File: src/rtl/bcd_digit_sequencer_pkg.sv
// Shared definitions for the BCD digit sequencer: widths, limits, FSM states
// and the remainder range test.
package bcd_digit_sequencer_pkg;

    localparam int unsigned WIDTH       = 13;         // binary operand width
    localparam int unsigned DIGITS      = 4;          // BCD output digits
    localparam int unsigned DIV_CONST   = 10;         // decimal radix
    localparam int unsigned MAX_FIX     = 63;         // corrections per digit before err
    localparam int unsigned REM_W       = WIDTH + 1;  // signed remainder width
    localparam int unsigned DIGITS_W    = 4 * DIGITS; // packed digit bus width
    localparam logic [3:0]  DIGIT_BLANK = 4'hF;       // segment decoder blank code

    typedef enum logic [2:0] {
        S_IDLE,
        S_EST,
        S_FIX,
        S_STORE,
        S_FIN
    } state_e;

    // A negative two's-complement remainder reads as a large unsigned value,
    // so one unsigned compare covers both 0 <= r and r <= 9.
    function automatic logic rem_in_range(input logic signed [REM_W-1:0] r);
        return $unsigned(r) <= REM_W'(DIV_CONST - 1);
    endfunction

endpackage

File: src/rtl/bcd_digit_sequencer_div10_estimate.sv
// Combinational divide-by-ten estimate: q_est = x/8 - x/16 + x/32 (~0.094*x).
// The estimate may be off by several units; the sequencer corrects it.
// Ports:
//   x_i      operand
//   q_est_c  quotient estimate (combinational)
module bcd_digit_sequencer_div10_estimate
    import bcd_digit_sequencer_pkg::*;
(
    input  logic [WIDTH-1:0] x_i,
    output logic [WIDTH-1:0] q_est_c
);

    // x/8 >= x/16, so the difference never wraps before the final add.
    assign q_est_c = (x_i >> 3) - (x_i >> 4) + (x_i >> 5);

endmodule

File: src/rtl/bcd_digit_sequencer.sv
// Converts a 13-bit binary value into four BCD digits, one digit per pass,
// reusing a single divide-by-ten estimator and correcting q/r one step per
// cycle until the remainder is a valid digit.
// Ports:
//   clk     rising-edge clock
//   reset   asynchronous active-high reset
//   start   conversion request, sampled only when idle
//   value   binary operand, captured on an accepted start
//   busy    high from the cycle after an accepted start until done
//   done    one-cycle pulse, digits valid from this cycle on
//   digits  {thousands, hundreds, tens, ones}
//   err     a digit needed more than MAX_FIX corrections
// Build option: LEADING_ZERO_BLANK_EN replaces leading zero digits (never the
// ones digit) with the blank code when the conversion finishes.
module bcd_digit_sequencer
    import bcd_digit_sequencer_pkg::*;
(
    input  logic                clk,
    input  logic                reset,
    input  logic                start,
    input  logic [WIDTH-1:0]    value,
    output logic                busy,
    output logic                done,
    output logic [DIGITS_W-1:0] digits,
    output logic                err
);

    localparam int unsigned FIX_W = $clog2(MAX_FIX + 1);
    localparam int unsigned IDX_W = $clog2(DIGITS);
    localparam logic signed [REM_W-1:0] TEN_S = REM_W'(DIV_CONST);

    state_e                    state_q, state_d;
    logic [WIDTH-1:0]          x_q, x_d;
    logic [WIDTH-1:0]          q_q, q_d;
    logic signed [REM_W-1:0]   r_q, r_d;
    logic [FIX_W-1:0]          fix_q, fix_d;
    logic [IDX_W-1:0]          idx_q, idx_d;
    logic                      busy_q, busy_d;
    logic                      done_q, done_d;
    logic                      err_q, err_d;
    logic [DIGITS_W-1:0]       digits_q, digits_d;

    logic [WIDTH-1:0]          q_est_c;
    logic signed [REM_W-1:0]   r_est_c;
    logic signed [REM_W-1:0]   r_adj_c;
    logic [WIDTH-1:0]          q_adj_c;
`ifdef LEADING_ZERO_BLANK_EN
    logic                      lead_c;
`endif

    bcd_digit_sequencer_div10_estimate u_est (
        .x_i     (x_q),
        .q_est_c (q_est_c)
    );

    // Remainder of the estimate and the single-step correction toward 0..9.
    assign r_est_c = REM_W'(x_q) - REM_W'(q_est_c) * TEN_S;
    assign r_adj_c = (r_q < 0) ? r_q + TEN_S : r_q - TEN_S;
    assign q_adj_c = (r_q < 0) ? q_q - WIDTH'(1) : q_q + WIDTH'(1);

    // Next-state and output logic.
    always_comb begin
        state_d  = state_q;
        x_d      = x_q;
        q_d      = q_q;
        r_d      = r_q;
        fix_d    = fix_q;
        idx_d    = idx_q;
        busy_d   = busy_q;
        done_d   = 1'b0;
        err_d    = err_q;
        digits_d = digits_q;
`ifdef LEADING_ZERO_BLANK_EN
        lead_c   = 1'b1;
`endif
        case (state_q)
            S_IDLE: begin
                if (start) begin
                    x_d     = value;
                    idx_d   = '0;
                    err_d   = 1'b0;
                    busy_d  = 1'b1;
                    state_d = S_EST;
                end
            end
            S_EST: begin
                q_d     = q_est_c;
                r_d     = r_est_c;
                fix_d   = '0;
                // An estimate that already lands on a digit skips correction.
                state_d = rem_in_range(r_est_c) ? S_STORE : S_FIX;
            end
            S_FIX: begin
                q_d   = q_adj_c;
                r_d   = r_adj_c;
                fix_d = fix_q + FIX_W'(1);
                if (rem_in_range(r_adj_c)) begin
                    state_d = S_STORE;
                end else if (fix_q == FIX_W'(MAX_FIX - 1)) begin
                    err_d   = 1'b1;
                    r_d     = REM_W'(DIGIT_BLANK);
                    state_d = S_STORE;
                end
            end
            S_STORE: begin
                digits_d[4*idx_q +: 4] = r_q[3:0];
                x_d     = q_q;
                idx_d   = idx_q + IDX_W'(1);
                state_d = (idx_q == IDX_W'(DIGITS - 1)) ? S_FIN : S_EST;
            end
            S_FIN: begin
                done_d  = 1'b1;
                busy_d  = 1'b0;
                state_d = S_IDLE;
`ifdef LEADING_ZERO_BLANK_EN
                // Blank zeros from the top until the first nonzero digit.
                for (int i = int'(DIGITS) - 1; i > 0; i--) begin
                    if (lead_c && digits_q[4*i +: 4] == 4'h0) begin
                        digits_d[4*i +: 4] = DIGIT_BLANK;
                    end else begin
                        lead_c = 1'b0;
                    end
                end
`endif
            end
            default: state_d = S_IDLE;
        endcase
    end

    // State and output registers.
    always_ff @(posedge clk or posedge reset) begin
        if (reset) begin
            state_q  <= S_IDLE;
            x_q      <= '0;
            q_q      <= '0;
            r_q      <= '0;
            fix_q    <= '0;
            idx_q    <= '0;
            busy_q   <= 1'b0;
            done_q   <= 1'b0;
            err_q    <= 1'b0;
            digits_q <= '0;
        end else begin
            state_q  <= state_d;
            x_q      <= x_d;
            q_q      <= q_d;
            r_q      <= r_d;
            fix_q    <= fix_d;
            idx_q    <= idx_d;
            busy_q   <= busy_d;
            done_q   <= done_d;
            err_q    <= err_d;
            digits_q <= digits_d;
        end
    end

    assign busy   = busy_q;
    assign done   = done_q;
    assign err    = err_q;
    assign digits = digits_q;

endmodule
File: config.mk
export PLATFORM = sky130hd
export DESIGN_NAME = bcd_digit_sequencer
export DESIGN_NICKNAME = d
export VERILOG_FILES = /design/src/rtl/bcd_digit_sequencer_pkg.sv /design/src/rtl/bcd_digit_sequencer_div10_estimate.sv /design/src/rtl/bcd_digit_sequencer.sv
export SDC_FILE = /design/constraint.sdc
export NUM_CORES = 1
export LEC_CHECK = 0
export BUFFER_PORTS_ARGS = -buffer_cell sky130_fd_sc_hd__buf_4
export CAP_MARGIN = 20
export CORE_ASPECT_RATIO = 0.6
export CORE_UTILIZATION = 40
export CTS_CLUSTER_DIAMETER = 80
export DETAILED_ROUTE_END_ITERATION = 12
export HOLD_SLACK_MARGIN = 0.02
export PLACE_DENSITY = 0.65
export SKIP_CTS_REPAIR_TIMING = 1
export SLEW_MARGIN = 10
export SYNTH_ARGS = -nofsm -noshare
export SYNTH_HDL_FRONTEND = slang
export SYNTH_HIERARCHICAL = 1
export SYNTH_SLANG_ARGS = --single-unit
File: constraint.sdc
create_clock -name clk -period 16.9 [get_ports clk]
set_input_delay 1.69 -clock clk [delete_from_list [all_inputs] [get_ports clk]]
set_output_delay 1.69 -clock clk [all_outputs]
set_load 0.05 [all_outputs]
# Word-level counts from Yosys, hierarchy flattened
# Cells that the tools add are included.
[totals] ff_bits=70 in_bits=16 out_inout_bits=19 word_cells=70
[op_classes] addsub=10 n_mul=1 magnitude_cmp=3 eq_ne=10 shift=2 mux=25 reduce_logical=9
[ops] op="13-bit case mux with 2 select lines" n=2
[ops] op="14-bit two-way mux" n=3
[ops] op="4-bit negator with 34-bit output" n=1
[ops] op="4-bit by 34-bit variable shift with 16-bit output (first input constant)" n=1
[ops] op="4-bit by 34-bit variable part select with 16-bit output" n=1
[ops] op="14-bit by 4-bit <= comparator with 1-bit output (second input constant)" n=2
[ops] op="14-bit case mux with 2 select lines" n=1
[ops] op="13-bit two-way mux" n=2
[ops] op="16-bit bitwise mux" n=1
[ops] op="14-bit by 5-bit adder with 14-bit output (second input constant)" n=1
[ops] op="14-bit by 1-bit < comparator with 1-bit output (second input constant)" n=1
[ops] op="13-bit by 14-bit subtractor with 14-bit output" n=1
[ops] op="14-bit by 5-bit subtractor with 14-bit output (second input constant)" n=1
[ops] op="13-bit by 1-bit adder with 13-bit output (second input constant)" n=1
[ops] op="13-bit by 3-bit multiplier with 13-bit output (second input constant)" n=1
[ops] op="13-bit by 1-bit subtractor with 13-bit output (second input constant)" n=1
[ops] op="11-bit by 9-bit adder with 12-bit output" n=1
[ops] op="3-bit two-way mux" n=4
[ops] op="3-bit case mux with 4 select lines" n=1
[ops] op="6-bit case mux with 2 select lines" n=1
[ops] op="10-bit by 9-bit subtractor with 11-bit output" n=1
[ops] op="2-bit nonzero test" n=4
[ops] op="6-bit by 1-bit adder with 6-bit output (second input constant)" n=1
[ops] op="3-bit by 2-bit == test with 1-bit output (second input constant)" n=2
[ops] op="14 further kinds" n=24

# Logic depth before layout (Yosys ltp)
[depth] depth_word=7 depth_mapped=29

# Cells and area by module
# The synthesis kept the hierarchy.
[by_module_without_submodules] mod="bcd_digit_sequencer" instances=1 cells_each=590 area_each_um2=5311.3 seq_area_each_um2=1751.7
[by_module_without_submodules] mod="bcd_digit_sequencer_div10_estimate" instances=1 cells_each=118 area_each_um2=877.1 seq_area_each_um2=0.0

# Least setup slack after synthesis
# No wires, ideal clock.
[synth_timing] path_type="reg2reg" from="register x_q[4]" to="register r_q[13]" setup_ps=83 arrival_ps=5519 t_required_ps=16817 setup_slack_ps=11298 stages_incl_launch_ff=26 n_path_buf=0 cell_sequence="dfrtp_1 > ha_1 > inv_1 > fa_1 > a21oi_1 > nor2b_1 > o31ai_1 > nand2b_1 > xor2_1 > ha_1 > nor3_1 > nor2_1 > o41ai_1 > or4b_4 > mux2_4 > a22oi_1 > ha_1 > ha_1 > xor2_1 > ha_1 > nand3_1 > o21ai_0 > o22ai_1 > xor3_1 > a211o_1 > o21ai_0"
[synth_via] elab_chain_len=5
[synth_lines] item="start: declaration" line_no="bcd_digit_sequencer.sv:33" text="logic [WIDTH-1:0] x_q, x_d;"
[synth_lines] item="start signal: assignment" line_no="bcd_digit_sequencer.sv:134" text="x_q <= '0;"
[synth_lines] item="start signal: assignment" line_no="bcd_digit_sequencer.sv:145" text="x_q <= x_d;"
[synth_lines] item="10-bit by 9-bit subtractor with 11-bit output" line_no="bcd_digit_sequencer_div10_estimate.sv:14" text="assign q_est_c = (x_i >> 3) - (x_i >> 4) + (x_i >> 5);"
[synth_lines] item="11-bit by 9-bit adder with 12-bit output" line_no="bcd_digit_sequencer_div10_estimate.sv:14"
[synth_lines] item="via q_est_c[10]" line_no="bcd_digit_sequencer.sv:43" text="logic [WIDTH-1:0] q_est_c;"
[synth_lines] item="13-bit by 3-bit multiplier with 13-bit output" line_no="bcd_digit_sequencer.sv:57" text="assign r_est_c = REM_W'(x_q) - REM_W'(q_est_c) * TEN_S;"
[synth_lines] item="13-bit by 14-bit subtractor with 14-bit output" line_no="bcd_digit_sequencer.sv:57"
[synth_lines] item="14-bit case mux with 2 select lines" line_no="bcd_digit_sequencer.sv:76" text="case (state_q)"
[synth_lines] item="end signal: assignment" line_no="bcd_digit_sequencer.sv:147" text="r_q <= r_d;"
[synth_lines] item="end: declaration" line_no="bcd_digit_sequencer.sv:35" text="logic signed [REM_W-1:0] r_q, r_d;"
# The timed path passes the listed nets, and every way through them passes these cells.
# A chain may end at the register's enable or synchronous reset.

# Worst setup path after layout
# Ends and elaborated chain as after synthesis.

==> results.ini <==
[synthesis]
synth-xor-area-share = 0.0633
synth_nets = 811
synth_top_family_by_area = compound AO/OA/AOI/OAI gates
yosysWarnings = 6
yosys.area_share.simple = 0.169
synth_top_area_cell = dfrtp_1
syn_area_per_cell_um2 = 8.74
synth_compound_area_frac = 0.233
seq_area_frac_synth = 0.283
synth_fa_ha_area_frac = 0.183
netlist_instances = 708
ys.flop_type = dfrtp_1
synth_enable_flop_cells = 0
yosysUniqueCellTypes = 70
synth_top_area_share = 0.283
syn_area_um2 = 6190
synthArstFlopShare = 1.00
muxShareOfSynthArea = 0.0303
ys_ff_latch = 70
ys_top_cells_by_area = dfrtp_1 28%, ha_1 16%, o21ai_0 5.7%

[worst_setup_path]
cp_num_buf_inv = 1
path_delay_family = adder cells
crit_arrival_ns = 6.59
cp-start-kind = flop
crit_type = flop to flop
slowest_stage = or4b_4
critPathMostFrequentCell = ha_1
end_kind = flop
critical_path.max_fanout = 6
critPathRequiredTime_ns = 17.16
max_stage_delay_ns = 0.52

[sta]
slew_violations = 0
finalCritPeriodShare = 0.375
setup_tns_ns = 0
relSlewSlack = 0.380
worst_pin_slew_ns = 0.930
fin_skew_ns = 0.0113
fmaxAchievable_mhz = 158
setup_viol = 0
grt_setup_unrepaired = false
period_needed_ns = 6.33
hold_viol = 0
timing.hold.ws_ns = 0.481

[job]
cap_violations = 0

[clocking]
h-tree-depth = 3
cts_tree = yes
insertion_delay_ns = 0.35
ctsRootBufferMaster = clkbuf_16
cts_buffer_depth = 2
clkSlewWorstSetupHoldPaths_ns = 0.07
cts_inserted_buffers = 9
cts_sinks = 70

[drt]
drtIter0Drc = 383
totalWireLength_um = 16400
dr.pass1.iters = 5
ant_nets = 0
drc = 0
wl_per_cell_um = 17.4
wl_met2_um = 6470
vias = 5418
top_layer = met4
wl_met3_um = 1080
route.layer.met1.wl_um = 8750
viasPerCell = 5.76

[placement]
portBuffers = 34
dp_hpwl_um = 12500
placed_cell_area_um2 = 6650
gp_congestion = 0.906

[global_route]
grt_overflow = 0
antenna_found_initial = 0
grt_pass1_vias = 5146
grt_pass1_wl_um = 27000
grt_max_degree = 71
grtUsageTotal = 0.215

[floorplan]
dieWidth_um = 163
die_y_um = 98.3
die_area_um2 = 16000
io_pins = 35
initial_utilization = 0.418
core_area_um2 = 14800
row_count = 34

[layout]
diodes = 0
drive_above_1_share = 0.105
multi_input_area_um2 = 4210
fillers = 1410
final_nets = 841
design_area_um2 = 6980
area_growth_pct = 12.7
ff_latch_area_um2 = 1750

[worst_hold_path]
min_path_type = flop to flop

[status]
status = completed

## through the flow
stage                     setup WS [ns]  instances   util
after CTS                         10.66        941  0.471
after detailed placement          10.70        925  0.449
after global placement            10.93        924  0.448
after floorplan                   11.30        708      -
final                             10.57        941  0.471
after global routing              10.23        941  0.471
## cells by family (layout without fill, tap and decap cells)
group	count (synthesis)	in the layout
and+or+nand+nor	216	216
AOI/OAI and AO/OA	214	214
adders and majority gates	87	87
DFF	70	70
buffers and inverters	60	95
xor gates and xnor gates	43	43
muxes	18	18
## registers in the layout (all words and copies together), names as in the netlist
| name | count |
|---|---|
| done | 1 |
| busy | 1 |
| fix_q | 6 |
| x_q | 13 |
| state_q | 3 |
| idx_q | 2 |
| r_q | 14 |
| err | 1 |
| q_q | 13 |
| digits | 16 |
## placed cells by master (no fill, tap or decap), types with 3 or more instances in the layout
cell type  instances
dfrtp_1           70
a211oi_1           5
a211o_1            3
a21oi_1           29
o31ai_1            5
inv_1             39
clkbuf_16          9
and3_1             7
nor2_1            47
o31a_1             4
o21a_1            11
xnor2_1           19
o211ai_1          11
a31oi_1            6
nor3b_1            4
ha_1              81
a22oi_1           12
o21ai_0           70
o22ai_1            6
buf_4             39
nand2_1           78
and2_1             7
mux2i_1           15
a31o_2             3
or2_2              5
nor3_1            16
a2bb2oi_1          3
xor2_1            23
fa_1               6
a21o_1            16
inv_6              3
a21boi_0           3
or3_1              6
nand2b_1          10
nand3_1            9
a22o_1             3
nor2b_1           11
## final cells by class
cell class              instances  area share
multi-input cells             578       0.603
flip-flops and latches         70       0.251
repair buffers                 39      0.0420
well taps                     198      0.0355
clock buffers                   9      0.0323
inverters                      40      0.0215
clock inverters                 7      0.0147
## layer usage
layer / GRT usage / vias up
met1: 0.338 / 2599
met5: 0 / -
met4: 0.0431 / 0
met2: 0.295 / 167
li1: - / 2640
met3: 0.0442 / 12
## final timing paths
| check | from | to | slack, ns | depth (start not counted) |
|---|---|---|---|---|
| worst max register to register | x_q[4] | r_q[13] | 10.57 | 25 |
| worst min register to register | digits[8] | digits[8] | 0.48 | 2 |
| worst max-delay path | x_q[4] | r_q[13] | 10.57 | 25 |
| min in group asynchronous | reset | x_q[7] | 1.60 | 3 |
| max in group asynchronous | reset | x_q[10] | 14.65 | 3 |
| worst min-delay path | digits[8] | digits[8] | 0.48 | 2 |
## cells in the mapped netlist, types with 12 or more instances
cell      count
nor2_1       47
nor3_1       16
nand2_1      78
a21oi_1      29
a21o_1       16
inv_1        40
o21ai_0      70
mux2i_1      15
clkbuf_1     16
a22oi_1      12
xor2_1       23
xnor2_1      19
dfrtp_1      70
ha_1         81
## tightest hold or removal path, cell delays in order, from the launching register on
cell and delay, ns:
dfrtp_1 0.34, nand2_1 0.05, o21ai_0 0.06
Power is not shown: default switching activity piles up to over one toggle a cycle in this logic, so the estimate is an artifact.
